[src/rtl/fsu_bit_decoder_if.sv]
// Handshake bundle between a unary bitstream source and the windowed bit decoder.
interface fsu_bit_decoder_if #(
  parameter int IWID = 8
);
  logic          iStart;
  logic          iBit;
  logic          iBitValid;
  logic          oBusy;
  logic [IWID:0] oData;
  logic          oValid;

  modport master (
    output iStart, iBit, iBitValid,
    input  oBusy, oData, oValid
  );

  modport slave (
    input  iStart, iBit, iBitValid,
    output oBusy, oData, oValid
  );
endinterface

[src/rtl/fsu_bit_decoder.sv]
// Counts ones over a window of 2^IWID valid stream bits and emits the count,
// unipolar or bipolar, with a one-cycle valid pulse.
module fsu_bit_decoder #(
  parameter int IWID = 8,
  parameter bit BIPO = 1'b0,
  parameter bit CONT = 1'b0
) (
  input logic              clk,
  input logic              rst,
  fsu_bit_decoder_if.slave bus
);

  typedef enum logic {IDLE, RUN} state_t;

  localparam logic [IWID-1:0] WIN_LAST = {IWID{1'b1}};
  localparam logic [IWID:0]   HALF     = (IWID+1)'(1) << (IWID - 1);

  state_t        state;
  logic [IWID:0]   ones;
  logic [IWID-1:0] win;
  logic [IWID:0]   total;
  logic [IWID:0]   mapped;

  // Final-bit total includes the bit being sampled this cycle.
  always_comb begin
    total  = ones + {{IWID{1'b0}}, bus.iBit};
    mapped = total;
    if (BIPO) mapped = total - HALF;
  end

  always_ff @(posedge clk) begin
    if (rst) begin
      state      <= IDLE;
      ones       <= '0;
      win        <= '0;
      bus.oData  <= '0;
      bus.oValid <= 1'b0;
      bus.oBusy  <= 1'b0;
    end else begin
      bus.oValid <= 1'b0;
      case (state)
        IDLE: begin
          if (bus.iStart) begin
            state     <= RUN;
            ones      <= '0;
            win       <= '0;
            bus.oBusy <= 1'b1;
          end
        end
        RUN: begin
          if (bus.iBitValid) begin
            if (win == WIN_LAST) begin
              bus.oData  <= mapped;
              bus.oValid <= 1'b1;
              ones       <= '0;
              win        <= '0;
              // Continuous mode rolls straight into the next window.
              if (!CONT) begin
                state     <= IDLE;
                bus.oBusy <= 1'b0;
              end
            end else begin
              ones <= total;
              win  <= win + 1'b1;
            end
          end
        end
        default: begin
          state     <= IDLE;
          bus.oBusy <= 1'b0;
        end
      endcase
    end
  end

endmodule

[src/flat_wrapper.sv]
// flat-port wrapper written by rule: the top's interface ports become plain ports
module fsu_bit_decoder_flat 
#(
  parameter int IWID = 8,
  parameter bit BIPO = 1'b0,
  parameter bit CONT = 1'b0
)
  (clk, rst, bus_iStart, bus_iBit, bus_iBitValid, bus_oBusy, bus_oData, bus_oValid);
  fsu_bit_decoder_if #(.IWID(IWID)) bus_i ();
  input logic clk;
  input logic rst;
  input wire logic [$bits(bus_i.iStart)-1:0] bus_iStart;
  input wire logic [$bits(bus_i.iBit)-1:0] bus_iBit;
  input wire logic [$bits(bus_i.iBitValid)-1:0] bus_iBitValid;
  output wire logic [$bits(bus_i.oBusy)-1:0] bus_oBusy;
  output wire logic [$bits(bus_i.oData)-1:0] bus_oData;
  output wire logic [$bits(bus_i.oValid)-1:0] bus_oValid;
  assign bus_i.iStart = bus_iStart;
  assign bus_i.iBit = bus_iBit;
  assign bus_i.iBitValid = bus_iBitValid;
  assign bus_oBusy = bus_i.oBusy;
  assign bus_oData = bus_i.oData;
  assign bus_oValid = bus_i.oValid;
  fsu_bit_decoder #(.IWID(IWID), .BIPO(BIPO), .CONT(CONT)) u_core (.clk(clk), .rst(rst), .bus(bus_i));
endmodule
[config.mk]
export PLATFORM = sky130hd
export DESIGN_NAME = fsu_bit_decoder_flat
export DESIGN_NICKNAME = d
export VERILOG_FILES = /design/src/rtl/fsu_bit_decoder_if.sv /design/src/rtl/fsu_bit_decoder.sv /design/src/flat_wrapper.sv
export SDC_FILE = /design/constraint.sdc
export NUM_CORES = 1
export LEC_CHECK = 0
export BUFFER_PORTS_ARGS = -buffer_cell sky130_fd_sc_hd__buf_2
export CORE_MARGIN = 1.5
export CORE_UTILIZATION = 40
export CTS_CLUSTER_DIAMETER = 40
export DETAILED_ROUTE_END_ITERATION = 7
export PLACE_DENSITY_LB_ADDON = 0.08
export SETUP_SLACK_MARGIN = 0.15
export SLEW_MARGIN = 20
export SYNTH_ARGS = -nofsm -noshare
export SYNTH_HDL_FRONTEND = slang
export SYNTH_SLANG_ARGS = --single-unit
[constraint.sdc]
create_clock -name clk -period 1.7 [get_ports clk]
set_clock_uncertainty 0.2 [all_clocks]
set_input_delay 0.34 -clock clk [delete_from_list [all_inputs] [get_ports clk]]
set_output_delay 0.34 -clock clk [all_outputs]
set_load 0.02 [all_outputs]
After elaboration in Yosys (flattened, before gate mapping)
Cells that the tools add are included.
W data, S select, Z words.
- register bits: 29
- bits in latches: 0
- memory bits (writable): 0
- memory bits (read-only): 0
- bits of input ports: 5
- output and inout port bits: 11
- word-level logic and storage cells: 35
- memories kept: 0
- add/sub/neg operators: 2
- multiply operators: 0
- div/mod/pow operators: 0
- order comparisons: 0
- equality and inequality tests: 4
- shifts and indexed selects: 0
- mux-type cells: 17
- bitwise logic cells: 2
- reduce and logical (&&, ||, !) cells: 4
- operators with widths (cell ; count):
    $mux W9 ; 3
    $mux W8 ; 3
    $pmux W9 S2 ; 1
    $pmux W8 S2 ; 1
    $add A9 B1 Y9 ; 1
    $add A8 B1 Y8 const B ; 1
    $eq A8 B8 Y1 const B ; 1
    $mux W1 ; 7
    $ne A2 B2 Y1 const B ; 3
    $reduce_and A3 Y1 ; 2
    $pmux W1 S2 ; 2
    $reduce_or A3 Y1 ; 1
    $not A1 Y1 ; 2
    $reduce_and A2 Y1 ; 1

Longest topological paths before layout
Gate-level depths: netlist of the first run.
- word-level depth: 4
- depth in mapped cells: 8
- gate-level depth less buffers: 6

Worst setup path after synthesis of the first run
Ideal clock, no wire load.
- path type: register to register
- from: register u_core.win[0]
- to: register u_core.win[7]
- library setup time: 0.074 ns
- arrival time: 1.405 ns
- data required time: 1.426 ns
- slack: 0.021 ns
- cell stages (with the launch flop): 7
- buffers on the path: 1
- period minus slack after synthesis: 1.679 ns
- cell sequence: dfxtp_1 ha_1 and3_1 a211oi_4 buf_6 a31oi_1 a31oi_1
- longest elaborated chain between the ends: 4
- elaborated cells between the ends (all ways): 5
- those cells by class: add/sub: 1; eq/ne: 1; mux: 3
- ends and longest elaborated chain (what ; RTL line ; RTL):
    from (decl) ; fsu_bit_decoder.sv:20 ; logic [IWID-1:0] win;
    from (signal assigned) ; fsu_bit_decoder.sv:64 ; win <= win + 1'b1;
    $add A8 B1 Y8 / $eq A8 B8 Y1 (equally long branches) ; fsu_bit_decoder.sv:64, fsu_bit_decoder.sv:52 ;
    $mux W8 * ; fsu_bit_decoder.sv:52 ; if (win == WIN_LAST) begin
    $mux W8 * ; fsu_bit_decoder.sv:51 ; if (bus.iBitValid) begin
    $pmux W8 S2 * ; fsu_bit_decoder.sv:41 ; case (state)
Every way passes the cells marked *; elsewhere a longest branch is shown, timed or not. The select of a mux whose other input is x is not followed.
A chain may end at the register's enable or synchronous reset.

Final worst setup path of the first run
- from: register u_core.win[1]
- to: register u_core.ones[2]
- longest elaborated chain between the ends: 4
- ends and longest elaborated chain (what ; RTL line ; RTL):
    $eq A8 B8 Y1 ; fsu_bit_decoder.sv:52 ;
    $mux W9 ; fsu_bit_decoder.sv:52 ;
    $mux W9 ; fsu_bit_decoder.sv:51 ;
    $pmux W9 S2 ; fsu_bit_decoder.sv:41 ;
    to (signal assigned) ; fsu_bit_decoder.sv:63 ; ones <= total;
    to (decl) ; fsu_bit_decoder.sv:19 ; logic [IWID:0] ones;
Every way passes these cells. The select of a mux whose other input is x is not followed.

==> reports/results.ini, run 1 <==
[cts]
clockBufferDepth = 2
clk_transition_reported_paths_ns = 0.09
worstSkewPairLatency_ns = 0.33
cts_tree = built
root_buffer = clkbuf_4
htree_levels = 2
cts-hold-fix-buffers = 0
cts_sinks = 29
cts_buffers = 5

[route]
firstDrtPassIters = 4
drc = 0
vias = 1158
drtAntennaViolNets = 0
drt_iter0_drc = 60
totalWireLength_um = 2900
via_per_inst = 5.10
wl_per_cell_um = 12.8

[sta]
period_share_pct = 96.7
rsz0062_at_grt = true
drv_slew = 0
max_freq_mhz = 608
setup_violations = 0
min_period_ns = 1.64
fin_ws_ns = 0.0561
final_hold_viol_count = 0
worstMarginPinSlew_ns = 0.270
holdWs_ns = 0.0351
max_slew_margin_pct = 81.9

[global_routing]
grt_usage_pct = 17.2
grt_overflow = 0
grt_max_degree = 12
grt_pass1_wl_um = 4440
antenna_found_initial = 0
grt_pass1_vias = 1019

[critical_path]
cp_max_fo = 10
timing.critical_path.mode_cell = a31oi_1
slowest_delay_ns = 0.34
crit_path_top_delay_cell = dfxtp_2
cp_top_family = compound AO/OA/AOI/OAI gates
startpoint_type = flip-flop
cp.required_ns = 1.77
crit_arrival_ns = 1.71
path_buf_inv = 1
end_kind = flip-flop
crit_chain = ha_4 > and3_4 > a211oi_4 > buf_6 > a31oi_1 > a31oi_1
crit_type = reg2reg

[logic_synthesis]
synth-edff-count = 0
ys_seq_area_share_pct = 45.3
ys_ff_latch = 29
synth_compound_area_share_pct = 19.3
synth_most_common_cell = dfxtp_1
avgSynthCellArea_sq_um = 8.61
netlist.area_leader.share_pct = 45.3
synthSimpleGateAreaFrac_pct = 20.4
synth_top_family_by_area = simple AND/OR/NAND/NOR gates
synth_area_sq_um = 1280
synthAdderAreaFrac_pct = 2.93
synthArstFlopShare_pct = 0
synthXorXnorAreaFrac_pct = 6.15
ys_top_cells_by_area = dfxtp_1, nand2_1, a31oi_1, o21ai_0, xnor2_1
ys_types = 31
synth_warnings = 0
ys.flop_type = dfxtp_1
synth_nets = 157
synth_common_cells = dfxtp_1, nand2_1, o21ai_0
synth_top_area_cell = dfxtp_1
synthCells = 149
synth_mux_area_share_pct = 0

[cells_and_area]
layout.core_utilization_pct = 56.4
multi_input_area_sq_um = 762
areaGrowthSynthToFinish_pct = 34.2
fin_nets = 191
stdcell_area_sq_um = 1720
area.sequential_sq_um = 587
fillers = 292
insertedDiodeCount = 0
layout-drive-gt1-share_pct = 39.9

[place]
place_area_sq_um = 1490
place_ws_ns = -0.0111
port_buffers = 15
hpwlAfterDp_um = 1940
place_congestion = 0.808

[die]
ios = 16
core_sq_um = 3050
die_y_um = 59.6
die_w_um = 59.6
start_util_pct = 42.0
rows = 20
fp.dieArea_sq_um = 3560

[power]
irDropWorstVdd_mv = 0.422
cellPowerDensity_nw_per_um2 = 711
p_leak_nw = 0.655
total_power_mw = 1.22

[min_path]
hold_path.class = in2reg

[run_status]
status = finished, final reports clean

[job]
cap_viol_max_count = 0

kinds of logic (layout without fill, tap and decap cells):
family          after synthesis  after routing
buf+inv                      13             46
simple gates                 56             57
flops                        29             29
compound gates               39             39
xor+xnor                      9              9
fa+ha+maj                     3              3
per-layer routing:
metal  vias up  routed length, um  global-route usage, %
li1        588                  -                      -
met1       537               1330                   18.5
met2        25               1390                   29.2
met3         8                112                   5.90
met4         0                 71                   9.52
met5         -                  0                      0
power breakdown:
part / internal (mW) / leakage [nW] / switching (mW) / total (mW)
Sequential: 0.688 / 0.236 / 0.0127 / 0.700
Clock: 0.195 / 0.0314 / 0.232 / 0.426
Combinational: 0.0437 / 0.387 / 0.0530 / 0.0966
placed cells by master (no fill, tap or decap), types with 2 or more instances in the layout:
cell type  count
a21oi_1        5
a22oi_1        2
a31oi_1       10
and3_1         2
and4_4         2
buf_2         15
buf_4         16
buf_6          5
clkbuf_4       5
dfxtp_1       26
dfxtp_2        2
ha_4           3
inv_1          3
nand2_1       17
nand2_2        9
nand2b_1       2
nand3_1        3
nand4_1        2
nor2_1         8
nor3_1         3
nor3_2         2
o21a_1         2
o21ai_0        3
o21ai_1        7
o21ai_2        3
or2_4          2
xnor2_1        5
xor2_1         3
state kept, by name, summed over array words and instances (netlist names):
register           cells
u_core.bus.oValid      1
u_core.bus.oData       9
u_core.state           1
u_core.bus.oBusy       1
u_core.win             8
u_core.ones            9
stage by stage:
step,cells,setup TNS [ns]
2_1_floorplan,149,0
3_3_place_gp,214,0
3_5_place_dp,214,-0.0111
4_1_cts,223,0
5_1_grt,227,-0.0102
6_report,227,0
final cells by class:
class                   instances  area share [%]
inverters                       3           0.654
flip-flops and latches         29            34.1
repair buffers                 36            14.6
multi-input cells             108            44.3
clock buffers                   7            3.20
well taps                      44            3.20
path summary, 6_finish.rpt:
| check | from | endpoint | slack (ns) | cells after the start |
|---|---|---|---|---|
| hold / removal | bus_iStart | u_core.state | 0.04 | 2 |
| setup reg to reg | u_core.win[1] | u_core.ones[2] | 0.06 | 6 |
| setup / recovery | u_core.win[1] | u_core.ones[2] | 0.06 | 6 |
| hold reg to reg | u_core.bus.oData[4] | u_core.bus.oData[4] | 0.26 | 2 |
repair_timing:
| action | CTS | global route |
|---|---|---|
| setup endpoints to repair | 21 | 22 |
| resized for setup | 5 | 41 |
| buffers inserted | 2 | 2 |
| pin swaps | 1 | 19 |
| cloned | 0 | 2 |
(Power assumes the default switching activity.)
==> inputs of run 2 (changes only) <==
--- a/config.mk
+++ b/config.mk
@@ -12,2 +12,3 @@
 export DETAILED_ROUTE_END_ITERATION = 7
+export MAX_ROUTING_LAYER = met4
 export PLACE_DENSITY_LB_ADDON = 0.08
==> constraint.sdc (replaced) <==
create_clock -name clk -period 1.7 [get_ports clk]
set_clock_uncertainty 0.2 [all_clocks]
set_input_delay 0.17 -clock clk [delete_from_list [all_inputs] [get_ports clk]]
set_output_delay 0.17 -clock clk [all_outputs]
set_load 0.02 [all_outputs]
==> reports/results.ini, run 2 (same netlist as run 1, synthesis figures left out) <==
[die]
fp.dieArea_sq_um = 3560
die_w_um = 59.6
rows = 20
ios = 16
core_sq_um = 3050
start_util_pct = 42.0
die_y_um = 59.6

[route]
vias = 1175
drc = 0
wl_per_cell_um = 12.7
drt_iter0_drc = 53
totalWireLength_um = 2860
drtAntennaViolNets = 0
firstDrtPassIters = 4
via_per_inst = 5.22

[cts]
root_buffer = clkbuf_4
clk_transition_reported_paths_ns = 0.08
cts_buffers = 5
clockBufferDepth = 2
htree_levels = 2
cts_sinks = 29
worstSkewPairLatency_ns = 0.33
cts_tree = built

[power]
p_leak_nw = 0.654
cellPowerDensity_nw_per_um2 = 713
irDropWorstVdd_mv = 0.426

[place]
port_buffers = 15
place_congestion = 0.770
hpwlAfterDp_um = 1960

[sta]
setup_violations = 0
min_period_ns = 1.66
drv_slew = 0
max_freq_mhz = 602
max_slew_margin_pct = 65.5
worstMarginPinSlew_ns = 0.517
tns_ns = 0
rsz0062_at_grt = true
period_share_pct = 97.7
holdWs_ns = 0.0404
final_hold_viol_count = 0

[global_routing]
grt-busiest-layer = met2
met1_usage_pct = 19.9
grt_overflow = 0
grt_max_degree = 13
met3_usage_pct = 6.55
grt_pass1_vias = 1080
grt_usage_pct = 18.7
grt_pass1_wl_um = 4700
met2_usage_pct = 31.4
antenna_found_initial = 0

[job]
cap_viol_max_count = 0

[critical_path]
crit_arrival_ns = 1.73
crit_type = reg2reg
end_kind = flip-flop
cp.required_ns = 1.77
cp_max_fo = 3
startpoint_type = flip-flop

[cells_and_area]
area.sequential_sq_um = 589
top_regs = u_core.bus.oData: 9 flops, u_core.ones: 9 flops, u_core.win: 8 flops
areaGrowthSynthToFinish_pct = 33.2
final_cell_mix = dfxtp_1, nand2_1, buf_2, buf_4, a31oi_1
insertedDiodeCount = 0
layout-drive-gt1-share_pct = 37.6
multi_input_area_sq_um = 744
fin_nets = 189
fillers = 281
final_common_cell = dfxtp_1

[run_status]
status = finished, final reports clean

[min_path]
hold_path.class = in2reg

run 2: changes by cell type in the layout (fill, tap and decap cells not counted), sizes merged:
cell / delta
buf: -3
dlygate4sd3: +2
or2: -1
run 2: repair_timing:
item | CTS | global route
pin swaps | 4 | 16
setup buffers | 2 | 2
endpoints found under the setup margin | 22 | 24
gates resized for setup | 20 | 24
hold endpoints to repair | 6 | 0
hold buffers | 2 | 0
cloned | 1 | 0
run 2: critical path, stage by stage, from the launching register on:
cell and delay (ns):
dfxtp_2 0.34, ha_4 0.16, and4_4 0.17, buf_6 0.12
buf_4 0.13, a211oi_1 0.31, a31oi_1 0.08, nor2_1 0.09
run 2: stage by stage:
stage | std cells | instance area (sq um) | setup slack, ns | power [mW] | utilization, %
2_1_floorplan | 149 | 1310 | 0.125 | 0.766 | -
3_3_place_gp | 211 | 1470 | 0.0361 | 0.791 | 48.1
3_5_place_dp | 211 | 1470 | -0.0138 | 0.793 | 48.1
4_1_cts | 223 | 1640 | 0.0669 | 1.22 | 53.8
5_1_grt | 225 | 1710 | -0.0156 | 1.28 | 55.9
6_report | 225 | 1710 | 0.0397 | 1.22 | 55.9
run 2: power by group:
group / switching (mW) / internal [mW]
Clock: 0.224 / 0.195
Combinational: 0.0522 / 0.0453
Sequential: 0.0134 / 0.689
Total: 0.289 / 0.929
run 2: final cells by class:
cell class              count  area share (%)
clock buffers               7            3.22
flip-flops and latches     29            34.5
well taps                  44            3.22
multi-input cells         107            43.6
inverters                   3           0.659
repair buffers             35            14.8
run 2: per-layer routing:
metal	wire length (um)	vias up
met3	117	5
met2	1470	21
met1	1220	564
li1	-	585
met5	0	-
met4	53	0
run 2: final timing paths:
kind	startpoint	end	slack, ns	cells after the start
setup reg to reg	u_core.win[1]	u_core.win[4]	0.04	7
hold / removal	bus_iBitValid	u_core.win[2]	0.04	4
hold reg to reg	u_core.bus.oData[3]	u_core.bus.oData[3]	0.26	2
setup / recovery	u_core.win[1]	u_core.win[4]	0.04	7
